File: config.mk
export PLATFORM = sky130hd
export DESIGN_NAME = hilo_div_seq
export DESIGN_NICKNAME = d
export VERILOG_FILES = /design/src/rtl/hilo_div_seq_pkg.sv /design/src/rtl/div_step.sv /design/src/rtl/hilo_div_seq.sv
export SDC_FILE = /design/constraint.sdc
export NUM_CORES = 1
export LEC_CHECK = 0
export CORE_MARGIN = 1
export CORE_UTILIZATION = 40
export CTS_CLUSTER_DIAMETER = 150
export CTS_CLUSTER_SIZE = 8
export DETAILED_ROUTE_END_ITERATION = 7
export PLACE_DENSITY_LB_ADDON = 0.3
export SLEW_MARGIN = 20
export SYNTH_ARGS = -nofsm -noshare
export SYNTH_HDL_FRONTEND = slang
export SYNTH_SLANG_ARGS = --single-unit
File: constraint.sdc
create_clock -name clk -period 16.19 [get_ports clk]
set_input_delay 3.238 -clock clk [delete_from_list [all_inputs] [get_ports clk]]
set_output_delay 3.238 -clock clk [all_outputs]
set_load 0.1 [all_outputs]
File: src/rtl/hilo_div_seq_pkg.sv
// hilo_div_seq_pkg: shared definitions for the HI/LO sequential divider.
//   - FSM state encoding (div_state_e)
//   - default operand width, zero word
//   - ready / start level constants used by the controller
package hilo_div_seq_pkg;

  localparam int unsigned DivWidthDefault = 32;

  localparam logic [31:0] ZeroWord = 32'h0000_0000;

  localparam logic DivResultReady    = 1'b1;
  localparam logic DivResultNotReady = 1'b0;
  localparam logic DivStart          = 1'b1;
  localparam logic DivStop           = 1'b0;

  typedef enum logic [1:0] {
    StIdle   = 2'b00,
    StByZero = 2'b01,
    StRun    = 2'b10,
    StDone   = 2'b11
  } div_state_e;

endpackage

File: src/rtl/div_step.sv
// div_step: one combinational restoring shift-compare-subtract step.
// Ports:
//   i_rem     - partial remainder entering this step
//   i_quot    - quotient/dividend shift register; MSB is the next dividend bit
//   i_divisor - divisor magnitude
//   o_rem     - partial remainder after the step
//   o_quot    - shift register with the new quotient bit appended at the LSB
module div_step #(
  parameter int unsigned WIDTH = 32
) (
  input  logic [WIDTH-1:0] i_rem,
  input  logic [WIDTH-1:0] i_quot,
  input  logic [WIDTH-1:0] i_divisor,
  output logic [WIDTH-1:0] o_rem,
  output logic [WIDTH-1:0] o_quot
);

  logic [WIDTH:0]   w_shift;
  logic [WIDTH-1:0] w_diff;
  logic             w_ge;

  assign w_shift = {i_rem, i_quot[WIDTH-1]};
  assign w_ge    = (w_shift >= {1'b0, i_divisor});
  // When w_ge holds the true difference is below 2^WIDTH, so modulo arithmetic is exact.
  assign w_diff  = w_shift[WIDTH-1:0] - i_divisor;
  assign o_rem   = w_ge ? w_diff : w_shift[WIDTH-1:0];
  assign o_quot  = {i_quot[WIDTH-2:0], w_ge};

endmodule

File: src/rtl/hilo_div_seq.sv
// hilo_div_seq: multi-cycle restoring divider producing {HI=remainder, LO=quotient}.
// One quotient bit per cycle; WIDTH cycles from accept to ready, 1 cycle for a zero divisor.
// Optional feature: define DIV_SIGNED_EN to honour signed_i (sign-magnitude correction);
// without it signed_i is ignored and every division is unsigned.
// Ports:
//   clk       - clock, rising edge
//   rst       - asynchronous active-high reset
//   start_i   - division request, held until ready_o
//   annul_i   - cancel in-flight division
//   signed_i  - 1 = signed DIV, 0 = DIVU
//   opdata1_i - dividend
//   opdata2_i - divisor
//   result_o  - {remainder, quotient}, valid while ready_o
//   ready_o   - result valid / HI-LO write enable
//   busy_o    - high in RUN and BYZERO (stall request)
module hilo_div_seq
  import hilo_div_seq_pkg::*;
#(
  parameter int unsigned WIDTH = DivWidthDefault
) (
  input  logic               clk,
  input  logic               rst,
  input  logic               start_i,
  input  logic               annul_i,
  input  logic               signed_i,
  input  logic [WIDTH-1:0]   opdata1_i,
  input  logic [WIDTH-1:0]   opdata2_i,
  output logic [2*WIDTH-1:0] result_o,
  output logic               ready_o,
  output logic               busy_o
);

  localparam int unsigned       CntW     = $clog2(WIDTH) + 1;
  localparam logic [CntW-1:0]   LastStep = CntW'(WIDTH - 1);
  localparam logic [WIDTH-1:0]  ZeroOp   = WIDTH'(ZeroWord);

  div_state_e         r_state;
  logic [CntW-1:0]    r_cnt;
  logic [WIDTH-1:0]   r_rem;
  logic [WIDTH-1:0]   r_quot;
  logic [WIDTH-1:0]   r_divisor;
  logic [2*WIDTH-1:0] r_result;
  logic               r_ready;
  logic               r_busy;

  logic [WIDTH-1:0]   w_mag1;
  logic [WIDTH-1:0]   w_mag2;
  logic [WIDTH-1:0]   w_rem_nx;
  logic [WIDTH-1:0]   w_quot_nx;
  logic [WIDTH-1:0]   w_rem_fin;
  logic [WIDTH-1:0]   w_quot_fin;
  logic               w_accept;

  div_step #(
    .WIDTH (WIDTH)
  ) u_div_step (
    .i_rem     (r_rem),
    .i_quot    (r_quot),
    .i_divisor (r_divisor),
    .o_rem     (w_rem_nx),
    .o_quot    (w_quot_nx)
  );

  assign w_accept = (start_i == DivStart) && !annul_i;

`ifdef DIV_SIGNED_EN
  logic w_neg1;
  logic w_neg2;
  logic r_neg_q;
  logic r_neg_r;

  assign w_neg1 = signed_i & opdata1_i[WIDTH-1];
  assign w_neg2 = signed_i & opdata2_i[WIDTH-1];
  assign w_mag1 = w_neg1 ? (ZeroOp - opdata1_i) : opdata1_i;
  assign w_mag2 = w_neg2 ? (ZeroOp - opdata2_i) : opdata2_i;

  // Quotient negative when signs differ; remainder follows the dividend's sign.
  assign w_quot_fin = r_neg_q ? (ZeroOp - w_quot_nx) : w_quot_nx;
  assign w_rem_fin  = r_neg_r ? (ZeroOp - w_rem_nx) : w_rem_nx;

  always_ff @(posedge clk or posedge rst) begin
    if (rst) begin
      r_neg_q <= 1'b0;
      r_neg_r <= 1'b0;
    end else if (r_state == StIdle && w_accept) begin
      r_neg_q <= w_neg1 ^ w_neg2;
      r_neg_r <= w_neg1;
    end
  end
`else
  logic w_unused_signed;

  assign w_unused_signed = signed_i;
  assign w_mag1          = opdata1_i;
  assign w_mag2          = opdata2_i;
  assign w_quot_fin      = w_quot_nx;
  assign w_rem_fin       = w_rem_nx;
`endif

  always_ff @(posedge clk or posedge rst) begin
    if (rst) begin
      r_state   <= StIdle;
      r_cnt     <= '0;
      r_rem     <= '0;
      r_quot    <= '0;
      r_divisor <= '0;
      r_result  <= '0;
      r_ready   <= DivResultNotReady;
      r_busy    <= 1'b0;
    end else begin
      unique case (r_state)
        StIdle: begin
          r_ready  <= DivResultNotReady;
          r_result <= '0;
          if (w_accept) begin
            r_cnt     <= '0;
            r_rem     <= '0;
            r_quot    <= w_mag1;
            r_divisor <= w_mag2;
            r_busy    <= 1'b1;
            r_state   <= (opdata2_i == ZeroOp) ? StByZero : StRun;
          end
        end
        StByZero: begin
          r_busy <= 1'b0;
          if (annul_i) begin
            r_state <= StIdle;
          end else begin
            r_state  <= StDone;
            r_ready  <= DivResultReady;
            r_result <= '0;
          end
        end
        StRun: begin
          if (annul_i) begin
            // Annul wins even on the completing edge.
            r_state  <= StIdle;
            r_busy   <= 1'b0;
            r_result <= '0;
          end else begin
            r_rem  <= w_rem_nx;
            r_quot <= w_quot_nx;
            r_cnt  <= r_cnt + 1'b1;
            if (r_cnt == LastStep) begin
              r_state  <= StDone;
              r_busy   <= 1'b0;
              r_ready  <= DivResultReady;
              r_result <= {w_rem_fin, w_quot_fin};
            end
          end
        end
        StDone: begin
          if (start_i == DivStop) begin
            r_state  <= StIdle;
            r_ready  <= DivResultNotReady;
            r_result <= '0;
          end
        end
        default: begin
          r_state <= StIdle;
        end
      endcase
    end
  end

  assign result_o = r_result;
  assign ready_o  = r_ready;
  assign busy_o   = r_busy;

endmodule
Yosys cells after proc, flatten, opt, wreduce, memory -nomap -nowiden
Index checks and enable logic that the tools add are counted.
- bits in registers: 170
- bits of input ports: 69
- output and inout bits: 66
- logic and storage cells: 64
- $add $sub $neg: 2
- magnitude comparators: 1
- eq/ne operators: 10
- muxes and demuxes: 31
- reduce and logical (&&, ||, !) cells: 12
- operators with widths (cell ; number):
    two-way mux 64 bit ; 4
    one-hot mux 64 bit (4 select lines) ; 1
    two-way mux 32 bit ; 5
    one-hot mux 32 bit (2 select lines) ; 2
    greater-or-equal comparator 33 x 32 -> 1 bit ; 1
    zero test 32 bit ; 1
    subtractor 32 bit ; 1
    two-way mux 2 bit ; 6
    two-way mux 6 bit ; 2
    one-hot mux 6 bit (2 select lines) ; 1
    AND reduction 3 bit ; 4
    != test 2 bit, second input constant ; 5
    one-hot mux 2 bit (4 select lines) ; 1
    two-way mux 1 bit ; 7
    adder 6 x 1 -> 6 bit, second input constant ; 1
    equality test 6 x 5 -> 1 bit, second input constant ; 1
    equality test 2 bit, second input constant ; 2
    one-hot mux 1 bit (4 select lines) ; 1
    AND reduction 4 bit ; 1
    != test 3 bit, second input constant ; 1
    one-hot mux 1 bit (3 select lines) ; 1
    nonzero test 3 bit ; 1
    equality test 2 x 1 -> 1 bit, second input constant ; 1
    zero test 2 bit ; 1
    other kinds (4) ; 4

Depth between registers and ports, before layout
Gate-level depths: netlist (run 1).
- depth in word-level cells: 5
- gate-level depth with buffers: 14
- mapped depth without buffers: 13

Hierarchy
A second synthesis (run 1) with hierarchy kept.
- cell total of the unflattened synthesis: 922
- area, all modules: 9708.1 um^2
- modules (own cells, without submodules) (module ; times used ; cells an instance ; area an instance (um^2) ; sequential area each (um^2)):
    hilo_div_seq ; 1 ; 567 ; 7136.8 ; 4254.1
    div_step ; 1 ; 355 ; 2571.2 ; 0.0

Worst setup path before layout (run 1)
No wires, ideal clock.
- path kind: input port to flip-flop
- start: input port start_i
- end: register r_quot[31]
- library setup time: 136 ps
- data arrival time: 4299 ps
- required time: 16054 ps
- path slack: 11754 ps
- stages on the path: 6
- buffers on the path: 3
- cell sequence: mux2i_1 > or2_2 > clkbuf_1 > clkbuf_1 > clkbuf_1 > o21ai_0
- word-level cells in the longest chain between the ends: 3
- RTL lines (what ; line ; source):
    from (decl) ; hilo_div_seq.sv:23 ; input logic start_i,
    logical AND 1 bit ; hilo_div_seq.sv:64 ; assign w_accept = (start_i == DivStart) && !annul_i;
    != test 2 bit (no source line) ; - ;
    AND reduction 3 bit (no source line) ; - ;
    to (signal assigned) ; hilo_div_seq.sv:118 ; r_quot <= w_mag1;
    to (signal assigned) ; hilo_div_seq.sv:142 ; r_quot <= w_quot_nx;
    to (decl) ; hilo_div_seq.sv:40 ; logic [WIDTH-1:0] r_quot;
Every way passes these cells.
A chain may end at the register's enable or synchronous reset.

Worst setup path after layout (run 1)
- start: input port start_i
- end: register r_cnt[4]
- word-level cells in the longest chain between the ends: 3
- RTL lines (what ; line ; source):
    logical AND 1 bit ; hilo_div_seq.sv:64 ;
    != test 2 bit (no source line) ; - ;
    AND reduction 3 bit (no source line) ; - ;
    to (signal assigned) ; hilo_div_seq.sv:143 ; r_cnt <= r_cnt + 1'b1;
    to (decl) ; hilo_div_seq.sv:38 ; logic [CntW-1:0] r_cnt;
Every way passes these cells.

==> impl_results.rst, run 1 <==
.. list-table::
   :header-rows: 1

   * - Metric
     - Value
   * - Outcome
     - complete, no violations
   * - Final max-slew violation count
     - 0
   * - CTS clock-pin slew for the worst setup and hold paths
     - approximately 0.080 ns
   * - Length of routed wiring on met1
     - 10.9 mm
   * - DIE AREA
     - 23400 µm²
   * - Floorplan die height
     - 153 µm
   * - Peak Freq
     - 0.181 GHz
   * - Type of destination of the critical path
     - register
   * - PostCTS Resize Cnt
     - 0
   * - Arr. time, crit path
     - ~6 ns
   * - Setup Fix Bufs, Post-CTS
     - 0
   * - Share of the synthesized area in the top cell type
     - 46.7%
   * - Most frequently used cell type in the post-synthesis netlist
     - sky130_fd_sc_hd__dfrtp_1
   * - Post-synth top cells
     - sky130_fd_sc_hd__dfrtp_1 (170), sky130_fd_sc_hd__nand2_1 (131), sky130_fd_sc_hd__o21ai_0 (101)
   * - Crit path time final
     - 5.52 ns
   * - Drt first pass iters
     - 5
   * - Wire length of the first global-routing pass
     - roughly 37 mm
   * - Sink Count
     - 170
   * - Class of the most critical setup path
     - input port to register
   * - Nets
     - ~1100
   * - Top area cells in the synthesized netlist
     - sky130_fd_sc_hd__dfrtp_1 (47%), sky130_fd_sc_hd__o21ai_0 (5.6%), sky130_fd_sc_hd__nand2_1 (5.4%), sky130_fd_sc_hd__ha_1 (5.4%), sky130_fd_sc_hd__mux2_2 (4.1%)
   * - Dominant synthesized flop cell
     - sky130_fd_sc_hd__dfrtp_1
   * - Number of vias in the routed layout
     - approximately 7200
   * - Number of antenna violations at the first check in global routing
     - 1
   * - Share of the yosys chip area belonging to registers
     - ~47%
   * - Clock network latency to the later pin of the worst-skew pair
     - roughly 0.44 ns
   * - Area of the core region
     - 22100 µm²
   * - Top sig layer
     - met4
   * - Initial Utilization
     - around 40%
   * - Fin. Hold Viols
     - 0
   * - Avg Inst Size Synth
     - 9.80 µm²
   * - Half-perimeter wire length after placement
     - about 15 mm
   * - Worst path bufs/invs
     - 1
   * - Peak fanout along the critical path
     - 25
   * - Worst max-slew margin expressed relative to the limit
     - just under 30%
   * - Mean number of vias per cell
     - 5.44
   * - Required time of the critical path
     - roughly 17 ns
   * - Fraction of layout instances using a drive strength above 1
     - around a tenth
   * - Setup_tns
     - 0 ns
   * - Number of cell rows
     - 54
   * - Routed WL per cell
     - 16.8 µm
   * - Number of warnings reported in the yosys synthesis log
     - 0
   * - Gate count after technology mapping
     - 929
   * - Total global routing overflow
     - 0
   * - Post-Route Skew
     - about 0.012 ns
   * - Master of the slowest instance on the critical path
     - sky130_fd_sc_hd__nand2_1
   * - Flop and latch count out of synthesis
     - 170
   * - Yosys top cell by area
     - sky130_fd_sc_hd__dfrtp_1
   * - Netlist area before placement
     - around 9000 µm²
   * - Fraction of registers with async set/reset
     - between 90% and 100%
   * - Delay contributed by the slowest stage of the critical path
     - roughly 0.80 ns
   * - Ordered list of cells on the worst path
     - clkdlybuf4s50_1, mux2i_1, nor2_1, nand2_1, o31ai_1
   * - Crit start category
     - input port
   * - Final RePlAce weighted congestion
     - 0.888
   * - Number of distinct library cells after synthesis
     - 66
   * - Antenna Violating Nets Remaining
     - 0
   * - Share of the clock period used by the worst path after layout
     - around 34%
   * - Via count of the first global-routing pass
     - ~7300
   * - Net count of the mapped netlist
     - 1038
   * - IO buf count
     - between 100 and 150
   * - Crit path max-delay family
     - simple AND/OR/NAND/NOR gates
   * - Largest net degree at the start of global routing
     - ~110
   * - Count of max-cap constraint violations
     - 0
   * - Hold Buf Count CTS
     - 0
   * - Drt initial violations
     - about 400
   * - Boundary Pins
     - around 140
   * - EDFF count, synth
     - 0
   * - Wire length on met3
     - between 800 and 900 µm
   * - RSZ-0062 raised after global routing
     - no
   * - Die Span X
     - 153 µm
   * - CTS buffer count
     - 17
   * - HP Class
     - register to register
   * - Met2 WL post-DR
     - 10.4 mm
   * - Number of setup violations in the final report
     - 0
   * - Aggregate global-route resource usage
     - between 10% and 20%
   * - CTS tree
     - done
   * - Residual DRC
     - 0
   * - Number of levels the H-tree was split into
     - 4
   * - CTS Buffer Depth
     - 2
   * - Clock Root Buffer
     - sky130_fd_sc_hd__clkbuf_16
   * - Aggregate routed wire length
     - around 22 mm
   * - Area growth from synthesis to final layout
     - 23.6%
   * - Worst Max-Slew Pin Slew
     - between 1 and 1.5 ns
## cell usage in the layout (no fill, tap or decap), drive strengths merged, types with 20 or more instances in the layout
master and instances:
a21oi 57, ha 39, nor2 41, a22o 34, dfrtp 170, mux2i 37
a21o 20, inv 58, mux2 33, nand2 132, clkdlybuf4s50 133, o21ai 115
## sequential cells by signal (all words and copies together) (netlist names)
| signal | cells |
|---|---|
| busy_o | 1 |
| r_state | 2 |
| result_o | 64 |
| r_rem | 32 |
| r_quot | 32 |
| ready_o | 1 |
| r_divisor | 32 |
| r_cnt | 6 |
## tightest hold or removal path: cells and delay by family, from the launching register on
| kind | cells | cell delay, ns |
|---|---|---|
| and+or+nand+nor | 1 | 0.05 |
| AOI/OAI and AO/OA | 1 | 0.06 |
| DFF | 1 | 0.34 |
## cell families after synthesis
| family | count (synthesis) | synth area share (%) |
|---|---|---|
| XOR/XNOR | 27 | 2.60 |
| AND/OR/NAND/NOR | 242 | 12.2 |
| buffers and inverters | 99 | 4.51 |
| multiplexers | 70 | 8.15 |
| adder cells (fa/ha/maj) | 40 | 5.58 |
| AO/OA/AOI/OAI | 281 | 20.3 |
| flip-flops | 170 | 46.7 |
## area by class of cell
type,instances,area (µm²)
fillers,1971,10800
multi-input cells,660,4450
flip-flops and latches,170,4250
repair buffers,141,1390
clock buffers,17,425
well taps,280,350
clock inverters,15,201
inverters,48,188
diodes,1,2.50
## worst paths after layout
check	cells past startpoint	to	start	slack [ns]
setup / recovery	5	r_cnt[4]	start_i	10.67
hold / removal	2	result_o[36]	result_o[36]	0.48
setup reg to reg	7	r_cnt[4]	r_state[0]	12.71
hold reg to reg	2	result_o[36]	result_o[36]	0.48
max in group asynchronous	3	r_rem[17]	rst	11.62
min in group asynchronous	2	result_o[28]	rst	3.32
## per-layer routing
metal | vias to the layer above | GRT usage, %
li1 | 3518 | -
met1 | 3525 | 27.6
met2 | 169 | 31.3
met3 | 28 | 4.05
met4 | 0 | 6.16
met5 | - | 0
## stage by stage
step	area, µm²	instances	util (%)	setup slack [ns]	hold WS [ns]
floorplan	9100	929	-	8.35	0.466
global placement	10600	1299	48.1	10.24	0.463
detailed placement	10600	1299	48.1	10.25	0.470
CTS	11300	1331	50.9	10.67	0.487
global route	11300	1331	50.9	10.44	0.514
finish	11300	1332	51.0	10.67	0.479
Power of run 1 is left out: the tool's default activity adds up to more than one toggle a clock period on the data nets, which glitch-free logic cannot reach.
==> inputs of run 2 (changes only) <==
Clock period 16.19 ns to 4.7 ns, I/O delays scaled along.
==> impl_results.rst, run 2 (same netlist as run 1, synthesis figures left out) <==
.. list-table::
   :header-rows: 1

   * - Metric
     - Value
   * - Outcome
     - complete, no violations
   * - Total global routing overflow
     - 0 (unchanged)
   * - Class of the most critical setup path
     - register to register
   * - Drt first pass iters
     - 5 (unchanged)
   * - HP Class
     - register to register
   * - Top library cells by usage in the layout, fill and taps aside
     - sky130_fd_sc_hd__dfrtp_1 (170), sky130_fd_sc_hd__clkdlybuf4s50_1 (133), sky130_fd_sc_hd__nand2_1 (130)
   * - Fraction of layout instances using a drive strength above 1
     - 10.1% (+0.26 points)
   * - Clock network latency to the later pin of the worst-skew pair
     - 0.43 ns (about the same)
   * - Arr. time, crit path
     - 3.51 ns (-2.33 ns)
   * - CTS buffer count
     - 17 (unchanged)
   * - Count of max-cap constraint violations
     - 0 (unchanged)
   * - Most common cell after layout, fill and taps aside
     - sky130_fd_sc_hd__dfrtp_1
   * - Boundary Pins
     - 135 (unchanged)
   * - Crit start category
     - register
   * - Mean number of vias per cell
     - 5.41 (-0.51%)
   * - Cell with the most instances on the worst path
     - sky130_fd_sc_hd__inv_1
   * - Number of cell rows
     - 54 (unchanged)
   * - Reg2Reg Setup Slack
     - 1.48 ns (-11.23 ns)
   * - Setup_tns
     - 0 ns (unchanged)
   * - Type of destination of the critical path
     - register
   * - Drt initial violations
     - 398 (-0.25%)
   * - CTS tree
     - done
   * - Worst Max-Slew Pin Slew
     - 1.05 ns (-0.00329 ns)
   * - Master of the slowest instance on the critical path
     - sky130_fd_sc_hd__dfrtp_1
   * - Clock Root Buffer
     - sky130_fd_sc_hd__clkbuf_16
   * - DIE AREA
     - 23400 µm² (unchanged)
   * - Routed WL per cell
     - 16.5 µm (-1.5%)
   * - Final antenna diode count
     - 0 (-1)
   * - Via count of the first global-routing pass
     - 7059 (-2.8%)
   * - Final max-slew violation count
     - 0 (unchanged)
   * - Antenna Violating Nets Remaining
     - 0 (unchanged)
   * - Post-Route Skew
     - 0.0147 ns (+0.00264 ns)
   * - Largest net degree at the start of global routing
     - 171 (+51%)
   * - Hold Buf Count CTS
     - 0 (unchanged)
   * - Flip-flop count of the largest register after layout
     - 64 (unchanged)
   * - CTS clock-pin slew for the worst setup and hold paths
     - 0.07 ns (about the same)
   * - Worst hold path depth
     - 2 (unchanged)
   * - Worst max-slew margin expressed relative to the limit
     - 30.0% (+0.22 points)
   * - Number of vias in the routed layout
     - 7214 (-0.36%)
   * - Number of cell instances on the worst register-to-register path
     - 13 (+6)
   * - Floorplan die height
     - 153 µm (unchanged)
   * - RSZ-0062 raised after global routing
     - no
   * - Multi-input gate area
     - 4450 µm² (unchanged)
   * - Wire length of the first global-routing pass
     - 36.6 mm (-1.6%)
   * - FF+latch area
     - 4250 µm² (unchanged)
   * - Final RePlAce weighted congestion
     - 0.877 (-1.2%)
   * - End-of-flow core utilization
     - 51.0% (+0.068 points)
   * - Half-perimeter wire length after placement
     - 15.5 mm (+0.91%)
   * - Share of the clock period used by the worst path after layout
     - a little under 70%
   * - IO buf count
     - 133 (unchanged)
   * - Residual DRC
     - 0 (unchanged)
   * - Hold Path Origin
     - result_o[36]
   * - Crit path time final
     - between 3 and 4 ns
   * - Number of antenna violations at the first check in global routing
     - 0 (-1)
   * - PostCTS Resize Cnt
     - 0 (unchanged)
   * - Number of levels the H-tree was split into
     - 4 (unchanged)
   * - Fin. Hold Viols
     - 0 (unchanged)
   * - Initial Utilization
     - 41.2% (unchanged)
   * - Required time of the critical path
     - 4.99 ns (-11.52 ns)
   * - Source of the worst register-to-register timing path
     - r_quot[31]
   * - Ordered list of cells on the worst path
     - inv_1, ha_1, inv_1, fa_1, a21o_1, a221oi_4, nor3_2, o211ai_1, a21oi_1, o2111ai_1, nand3_1, a31oi_1, o21ai_0
   * - Number of fill cells
     - 2035 (+3.2%)
   * - Die Span X
     - 153 µm (unchanged)
   * - Aggregate routed wire length
     - 22.1 mm (-1.4%)
   * - CTS Buffer Depth
     - 2 (unchanged)
   * - Number of setup violations in the final report
     - 0 (unchanged)
   * - Area growth from synthesis to final layout
     - 23.8%
   * - Delay contributed by the slowest stage of the critical path
     - 0.41 ns (-0.39 ns)
   * - Sink Count
     - 170 (unchanged)
   * - Setup Fix Bufs, Post-CTS
     - 0 (unchanged)
   * - Peak fanout along the critical path
     - 4 (-84%)
   * - Origin of the worst setup path
     - r_quot[31]
   * - Peak Freq
     - 0.310 GHz
   * - Area of the core region
     - 22100 µm² (unchanged)
   * - Nets
     - 1150 (+0.26%)
   * - Aggregate global-route resource usage
     - 19.6% (-0.35 points)
run 2: cell types whose count changed in the layout (fill, tap and decap cells not counted), sizes merged:
cell / delta
buf: +3
diode: -1
inv: -7
clkinvlp: +2
clkinv: +5
run 2: path summary, 6_finish.rpt:
path / endpoint
hold reg to reg: result_o[36]
min in group asynchronous: result_o[28]
setup / recovery: r_rem[30]
hold / removal: result_o[36]
setup reg to reg: r_rem[30]
max in group asynchronous: r_divisor[19]
run 2: cell type report:
type,instances,area share [%]
Sequential cell,170,37.7
Multi-Input combinational cell,660,39.4
Clock inverter,15,1.55
Tap cell,280,3.11
Inverter,48,1.63
Timing Repair Buffer,144,12.8
Clock buffer,17,3.77
run 2: layer usage:
layer	GRT usage [%]	share of wire, %	routed length, µm
met5	0	0	0
met4	5.77	1.3	295
met3	3.37	3.1	689
met2	31.4	47	10300
met1	27.1	49	10700
run 2: per-stage QoR:
stage	instances	worst slack, ns	area [µm²]	hold WS, ns
after global placement	1302	1.48	10700	0.462
after CTS	1334	1.51	11300	0.486
after global routing	1334	1.27	11300	0.501
after detailed placement	1302	1.48	10700	0.471
after floorplan	929	1.59	9110	0.466
final	1334	1.48	11300	0.475
run 2: worst max-delay path, delay by kind of cell, from the launching register on:
| kind | cells | cell delay, ns |
|---|---|---|
| buffers and inverters | 2 | 0.13 |
| flip-flops | 1 | 0.41 |
| AND/OR/NAND/NOR | 2 | 0.24 |
| AO/OA/AOI/OAI | 7 | 1.74 |
| adder cells (fa/ha/maj) | 2 | 0.56 |
Power of run 2 is left out for the same reason.
